==> config.mk <==
export PLATFORM = sky130hd
export DESIGN_NAME = rob_req_issuer
export DESIGN_NICKNAME = d
export VERILOG_FILES = /design/src/rtl/mpc_types.sv /design/src/rtl/rob_crdt_cnt.sv /design/src/rtl/rob_req_issuer.sv
export SDC_FILE = /design/constraint.sdc
export NUM_CORES = 1
export LEC_CHECK = 0
export CELL_PAD_IN_SITES_DETAIL_PLACEMENT = 1
export CELL_PAD_IN_SITES_GLOBAL_PLACEMENT = 2
export CORE_MARGIN = 5
export CORE_UTILIZATION = 36
export CTS_BUF_LIST = sky130_fd_sc_hd__clkbuf_8
export CTS_CLUSTER_DIAMETER = 200
export CTS_CLUSTER_SIZE = 12
export DETAILED_ROUTE_END_ITERATION = 8
export PLACE_DENSITY_LB_ADDON = 0.1
export SLEW_MARGIN = 0
export SYNTH_ARGS = -nofsm -noshare
export SYNTH_HDL_FRONTEND = slang
export SYNTH_HIERARCHICAL = 1
export SYNTH_SLANG_ARGS = --single-unit
==> constraint.sdc <==
create_clock -name clk -period 9.05 [get_ports clk]
set_input_delay 1.3575 -clock clk [delete_from_list [all_inputs] [get_ports clk]]
set_output_delay 1.3575 -clock clk [all_outputs]
set_load 0.03 [all_outputs]
==> src/rtl/mpc_types.sv <==
// Shared types and constants for the xbar requester path (ROB banks, issuer states).
package mpc_types;

    localparam int MPC_ROB_BANKS = 4;

    // A depth of one still needs a one-bit id field.
    function automatic int rob_id_w(input int depth);
        return (depth <= 1) ? 1 : $clog2(depth);
    endfunction

    typedef enum logic [1:0] {
        IDLE  = 2'd0,
        ALLOC = 2'd1,
        ISSUE = 2'd2
    } issuer_state_t;

endpackage

==> src/rtl/rob_crdt_cnt.sv <==
// Credit pool for an xbar client: returns refill, takes consume, and the pool never exceeds its initial size.
module rob_crdt_cnt #(
    parameter int INIT = 8
) (
    input  logic       clk,
    input  logic       rst,
    input  logic       rtn,
    input  logic       take,
    output logic       avail,
    output logic       ovf,
    output logic [7:0] crdt
);

    localparam logic [7:0] INIT_C = 8'(INIT);

    // A return into a full pool means the far side returned more credits than it was ever given.
    always_ff @(posedge clk or posedge rst) begin
        if (rst) begin
            crdt <= INIT_C;
            ovf  <= 1'b0;
        end else if (rtn && !take) begin
            if (crdt == INIT_C) begin
                ovf <= 1'b1;
            end else begin
                crdt <= crdt + 8'd1;
            end
        end else if (take && !rtn) begin
            crdt <= crdt - 8'd1;
        end
    end

    assign avail = (crdt != 8'd0);

endmodule

==> src/rtl/rob_req_issuer.sv <==
// Requester-side ROB issuer: allocates a ROB slot per upstream read, then forwards the tagged read command.
module rob_req_issuer
    import mpc_types::*;
#(
    parameter int ROB_DEPTH = 16,
    parameter int ADDR_W    = 32,
    parameter int CRDT_INIT = 8,
    localparam int RW       = rob_id_w(ROB_DEPTH)
) (
    input  logic              clk,
    input  logic              rst,
    input  logic              u_req_valid,
    output logic              u_req_ready,
    input  logic [ADDR_W-1:0] u_req_addr,
    input  logic [1:0]        u_req_bank_id,
    output logic              d_kob_rob_req,
    input  logic              d_kob_rob_ack,
    output logic [1:0]        d_kob_rob_bank_id,
    output logic              d_rd_valid,
    input  logic              d_rd_ready,
    output logic [ADDR_W-1:0] d_rd_addr,
    output logic [RW-1:0]     d_rd_rob_id,
    output logic [1:0]        d_rd_bank_id,
    input  logic              d_xbar_crdt_rtn,
    output logic              crdt_ovf
);

    issuer_state_t     state;
    issuer_state_t     next_state;
    logic              alive;
    logic              avail;
    logic              accept;
    logic [ADDR_W-1:0] addr_q;
    logic [1:0]        bank_q;
    logic [RW-1:0]     rob_id_q;
    logic [RW-1:0]     tail [MPC_ROB_BANKS];
    logic [7:0]        crdt;

    rob_crdt_cnt #(
        .INIT (CRDT_INIT)
    ) u_crdt (
        .clk   (clk),
        .rst   (rst),
        .rtn   (d_xbar_crdt_rtn),
        .take  (accept),
        .avail (avail),
        .ovf   (crdt_ovf),
        .crdt  (crdt)
    );

    // Keeps ready low while reset is held and for the release cycle itself.
    always_ff @(posedge clk or posedge rst) begin
        if (rst) begin
            alive <= 1'b0;
        end else begin
            alive <= 1'b1;
        end
    end

    assign accept = u_req_valid && u_req_ready;

    always_ff @(posedge clk or posedge rst) begin
        if (rst) begin
            state <= IDLE;
        end else begin
            state <= next_state;
        end
    end

    always_comb begin
        next_state        = state;
        u_req_ready       = 1'b0;
        d_kob_rob_req     = 1'b0;
        d_kob_rob_bank_id = 2'd0;
        d_rd_valid        = 1'b0;
        d_rd_addr         = '0;
        d_rd_rob_id       = '0;
        d_rd_bank_id      = 2'd0;
        case (state)
            IDLE: begin
                u_req_ready = alive && avail;
                if (u_req_valid && alive && avail) begin
                    next_state = ALLOC;
                end
            end
            ALLOC: begin
                d_kob_rob_req     = 1'b1;
                d_kob_rob_bank_id = bank_q;
                if (d_kob_rob_ack) begin
                    next_state = ISSUE;
                end
            end
            ISSUE: begin
                d_rd_valid   = 1'b1;
                d_rd_addr    = addr_q;
                d_rd_rob_id  = rob_id_q;
                d_rd_bank_id = bank_q;
                if (d_rd_ready) begin
                    next_state = IDLE;
                end
            end
            default: next_state = IDLE;
        endcase
    end

    // Tails mirror the ROB's per-bank allocation pointer; only an ack in ALLOC advances one.
    always_ff @(posedge clk or posedge rst) begin
        if (rst) begin
            addr_q   <= '0;
            bank_q   <= 2'd0;
            rob_id_q <= '0;
            for (int i = 0; i < MPC_ROB_BANKS; i++) begin
                tail[i] <= '0;
            end
        end else begin
            if (accept) begin
                addr_q <= u_req_addr;
                bank_q <= u_req_bank_id;
            end
            if (state == ALLOC && d_kob_rob_ack) begin
                rob_id_q     <= tail[bank_q];
                tail[bank_q] <= tail[bank_q] + 1'b1;
            end
        end
    end

endmodule

; Word-level counts from Yosys, hierarchy flattened
; Index checks and enable logic that the tools add are counted.
[totals]
register_bits = 66
latch_bits = 0
mem_bits_rw = 0
romBits = 0
output_inout_bits = 44
wordCells = 60
memories = 0
[op_classes]
addsub = 3
mul = 0
div_mod_pow = 0
order_cmp = 2
n_eq_ne = 7
shift = 0
muxes = 20
bitwise_logic = 1
n_reduce_logical = 16
[ops]
columns = operator, n
row1 = $mux 32, 1
row2 = $mux 8, 3
row3 = $bwmux 16, 1
row4 = $mux 4, 4
row5 = $mux 2, 5
row6 = $add 8x1->8 const B, 1
row7 = $bmux 4 s2, 1
row8 = $demux 4 s2, 1
row9 = $eq 8x4->1 const B, 1
row10 = $logic_and 1x1->1, 8
row11 = $ne 2x2->1 const B, 4
row12 = $reduce_bool 8->1, 1
row13 = $sub 8x1->8 const B, 1
row14 = $pmux 2 s3, 1
row15 = $add 4x1->4 const B, 1
row16 = $reduce_and 2->1, 2
row17 = $ge 3x3->1 const B, 1
row18 = $lt 3x1->1 const B, 1
row19 = $mux 1, 3
row20 = $not 2->3, 1
row21 = $reduce_and 3->1, 1
row22 = $eq 2x1->1 const B, 1
row23 = $eq 2x2->1 const B, 1
row24 = $logic_not 1->1, 2
row25 = 2 further kinds, 2

; Logic depth before layout (Yosys ltp)
[depth]
word_depth = 8
depth_mapped = 13
ltp_nobuf = 12

; By module
; Netlist, hierarchy kept.
[by_module_without_submodules]
columns = mod, n_inst, cells_per_inst, area_each_um2, seq_area_each_um2
row1 = rob_req_issuer, 1, 194, 2572.5, 1426.4
row2 = rob_crdt_cnt, 1, 72, 729.4, 226.5

; Least setup slack after synthesis
; OpenSTA, ideal clock, no wires.
[synth_path]
kind = input to register
startpoint = in u_req_valid
endpoint = reg u_crdt.crdt[6]
t_arrival_ns = 3.471
path_slack_ns = 5.454
cell_stages = 9
path_buffers = 1
cell_sequence = nand2_1 > buf_2 > inv_1 > nand2b_1 > fa_1 > a211oi_1 > or4b_1 > o311ai_1 > mux2_4
[synth_via]
elab_chain_len = 5
elab_cells_between_ends = 8
cone_classes = 1 x eq/ne / 1 x mux / 6 x reduce/logical
[synth_lines]
columns = element, line
row1 = start: declaration, rob_req_issuer.sv:12  ; input logic u_req_valid,
row2 = $logic_and 1x1->1 *, rob_req_issuer.sv:60  ; assign accept = u_req_valid && u_req_ready;
row3 = named net accept, rob_req_issuer.sv:32  ; logic accept;
row4 = $logic_not 1->1, rob_crdt_cnt.sv:21  ; end else if (rtn && !take) begin
row5 = $logic_and 1x1->1, rob_crdt_cnt.sv:21
row6 = $ne 2x2->1 (no source line) / $reduce_bool 2->1 (equally long branches), --
row7 = $reduce_and 2->1 (no source line), --
row8 = end signal: assignment, rob_crdt_cnt.sv:25  ; crdt <= crdt + 8'd1;
row9 = end signal: assignment, rob_crdt_cnt.sv:28  ; crdt <= crdt - 8'd1;
row10 = end: declaration, rob_crdt_cnt.sv:11  ; output logic [7:0] crdt
; The timed path passes the listed nets; every way through them passes the cells marked *.
; A chain may end at the register's enable or synchronous reset.

; Final worst setup path
; Ends and elaborated chain as after synthesis.

==> qor.csv <==
stage,metric,value,unit
place,io_buffer_count,83,
synthesis,synth-simple-area-share,16.0,%
power_and_ir_drop,p_sw_share,36.3,%
synthesis,syn_area,0.00330,sq mm
sta,setup_slack,5020,ps
power_and_ir_drop,vdd_ir_drop_max,115,uV
sta,period_minus_slack,4030,ps
synthesis,ys_seq_area_share,50.1,%
floorplanning,num_io_pins,84,
floorplanning,placementRows,35,
synthesis,synth_warnings,6,
job,cap_violations,0,
synthesis,async_flop_share,100,%
power_and_ir_drop,power.leakage,0.00188,uW
place,place_congestion,0.784,
sta,worstMarginPinSlew,740,ps
sta,relSlewSlack,50.6,%
clock_tree,cts_made_buffers,9,
synthesis,muxShareOfSynthArea,20.1,%
floorplanning,die_x,106,um
final_layout,fill_cells,988,
drt,vias,2283,
sta,finClkSkew,9.64,ps
worst_setup_path,cp.required,9280,ps
synthesis,synth_ff_type,dfrtp_1,
floorplanning,die-area,0.0112,sq mm
floorplanning,fp.coreArea,0.00911,sq mm
drt,wl,7680,um
sta,hold_viol_final,0,
power_and_ir_drop,p_comb_share,41.8,%
worst_setup_path,start_kind,input port,
final_layout,fin_cells,468,
grt,grt.total_usage,14.6,%
synthesis,synth_enable_flop_cells,0,
final_layout,seq_area,0.00165,sq mm
clock_tree,clk_latency,350,ps
power_and_ir_drop,p_per_area,291,mW/mm^2
clock_tree,postCtsSetupRepairBufs,0,
synthesis,ys_types,47,
place,place_ws,4640,ps
synthesis,synth_adder_area_share,3.26,%
final_layout,multi_input_area,0.00157,sq mm
synthesis,synth_top_family_by_area,multiplexers,
sta,rsz0062_at_grt,no,
clock_tree,cts_htree_levels,3,
grt,grt_pass1_wl,12800,um
synthesis,synth-xor-area-share,1.33,%
worst_hold_path,worst_hold_path_type,reg -> reg,
drt,drt-pass1-iter-count,4,
place,hpwl,5400,um
clock_tree,cts_tree,done,
clock_tree,clockRootBuffer,clkbuf_8,
synthesis,synth_nets,314,
sta,finalSetupTns,0,ps
clock_tree,ctsLongestPathBuffers,2,
synthesis,synthesis.instances,266,
grt,grt_pass1_vias,2503,
floorplanning,initial_utilization,36.3,%
drt,viasPerCell,4.88,
synthesis,synth_compound_area_share,6.71,%
clock_tree,clkTransAtPathRegs,70,ps
final_layout,drive_gt1_share,22.7,%
drt,detail-route-antenna-nets,0,
worst_setup_path,crit_arrival,4260,ps
final_layout,diodes,0,
power_and_ir_drop,clock_power_share,18.7,%
worst_setup_path,critPathSlowestCell,fa_1,
drt,drc_errors,0,
sta,finalSetupViolCount,0,
worst_setup_path,critPathMaxStageDelay,520,ps
sta,period_share,44.5,%
synthesis,synth-seq-cells,66,
clock_tree,cts_sinks,66,
power_and_ir_drop,p_switching,468,uW
run_status,status,completed,
drt,wire_per_inst,16.4,um
worst_setup_path,worstPathMaxFanout,36,
clock_tree,postCtsHoldBufs,0,
final_layout,area_delta_synth_final,34.2,%
sta,drv_slew,0,
grt,antenna_found_initial,0,
worst_setup_path,critPathKind,in -> reg,
drt,drtIter0Drc,45,
place,place_inst,453,
clock_tree,cts_resized,0,
grt,grt_max_degree,58,
power_and_ir_drop,power_frac_seq,39.6,%
synthesis,avgSynthCellArea,12.4,sq um
power_and_ir_drop,intPower,823,uW
sta,fmax,248,MHz
floorplanning,die_y,106,um
worst_setup_path,crit_chain,clkdlybuf4s50_1 -> nand2_1 -> buf_4 -> inv_1 -> nand2b_1 -> fa_1 -> a211oi_1 -> or4b_1 -> o311ai_1 -> mux2_4,
final_layout,layout.nets,401,
worst_setup_path,critPathCaptureType,register,
grt,grt_overflow_total,0,
## per-layer routing
layer  global-route usage, %  routed length, um  vias up  share of wire (%)
li1                        -                  -     1096                  -
met3                    4.41                370        9                4.8
met1                    19.5               3670     1121                 48
met5                       0                  0        -                  0
met2                    22.6               3550       57                 46
met4                    4.72                 92        0                1.2
## cell usage in the layout, fill, tap and decap left out, types with 2 or more instances in the layout
cell type,n
nor3_2,2
o31ai_1,2
a211oi_1,3
and2_1,40
nand3_1,6
clkinv_2,2
o211ai_1,2
nor2_1,5
dfrtp_1,65
nor2b_1,2
clkdlybuf4s50_1,83
ha_1,7
mux2_2,44
o21ai_0,8
a21o_1,3
inv_1,8
mux4_2,3
xnor2_1,4
nand2b_1,3
nand2_1,12
a21oi_1,7
clkbuf_8,9
mux2_4,5
buf_4,3
## sequential cells by signal, indices dropped and copies added, names as in the netlist
| name | count |
|---|---|
| addr_q | 32 |
| alive | 1 |
| bank_q | 2 |
| rob_id_q | 4 |
| state | 2 |
| tail | 16 |
| u_crdt/crdt | 8 |
| u_crdt/ovf | 1 |
## worst max-delay path: cells and delay by family
kind | cells | cell delay [ps]
AO/OA/AOI/OAI | 2 | 450
adder cells (fa/ha/maj) | 1 | 520
multiplexers | 1 | 280
AND/OR/NAND/NOR | 3 | 640
buffers and inverters | 3 | 1000
## power by group through the flow
stage | sequential (uW) | combinational [uW] | clock (uW)
after floorplan | 484 | 413 | 0
after global placement | 511 | 536 | 0
after detailed placement | 517 | 548 | 0
after CTS | 515 | 550 | 249
after global routing | 529 | 598 | 264
final | 511 | 539 | 241
## cells by family after synthesis
group / Yosys count
and+or+nand+nor: 82
buffers and inverters: 18
muxes: 53
DFF: 66
AOI/OAI and AO/OA: 33
other: 1
xor gates and xnor gates: 5
adders and majority gates: 8
## path summary, 6_finish.rpt
| kind | from | end | slack (ps) | cells past startpoint |
|---|---|---|---|---|
| worst max-delay path | u_req_valid | u_crdt/crdt[6] | 5020 | 10 |
| worst min-delay path | tail[4] | tail[4] | 480 | 2 |
| worst max register to register | u_crdt/crdt[1] | u_crdt/crdt[6] | 5310 | 13 |
| worst min register to register | tail[4] | tail[4] | 480 | 2 |
| max in group asynchronous | rst | state[1] | 6980 | 3 |
| min in group asynchronous | rst | u_crdt/ovf | 1360 | 2 |
## cells in the mapped netlist (2+ instances only)
library cell | instances | area share [%]
nor2_1 | 5 | 0.57
mux2_2 | 44 | 15
buf_2 | 4 | 0.61
nor3_2 | 2 | 0.61
and2_1 | 40 | 7.6
dfrtp_1 | 65 | 49
mux4_2 | 3 | 2.0
nand2b_1 | 3 | 0.57
o31ai_1 | 2 | 0.45
o211ai_1 | 2 | 0.45
inv_1 | 8 | 0.91
clkbuf_1 | 5 | 0.57
nand3_1 | 6 | 0.91
ha_1 | 7 | 2.7
a21o_1 | 3 | 0.68
nor2b_1 | 3 | 0.57
a211oi_1 | 3 | 0.68
a21oi_1 | 7 | 1.1
xnor2_1 | 4 | 1.1
nand2_1 | 12 | 1.4
mux2_4 | 5 | 2.3
o21ai_0 | 8 | 1.2
## stage by stage
stage | area (sq um) | util [%] | hold slack, ps | power (uW)
finish | 4430 | 48.6 | 481 | 1290
global route | 4430 | 48.6 | 514 | 1390
CTS | 4430 | 48.6 | 488 | 1310
global placement | 4250 | 46.6 | 459 | 1050
floorplan | 3300 | - | 442 | 897
detailed placement | 4250 | 46.6 | 471 | 1070
## final cells by class
type,count,share of cell area (%)
clock buffer,9,2.80
clock inverter,6,1.36
inverter,8,0.678
multi-input combinational,182,35.5
sequential,66,37.3
tap,111,3.13
timing repair buffer,86,19.3
No activity file was read; power rests on OpenSTA's default activity.
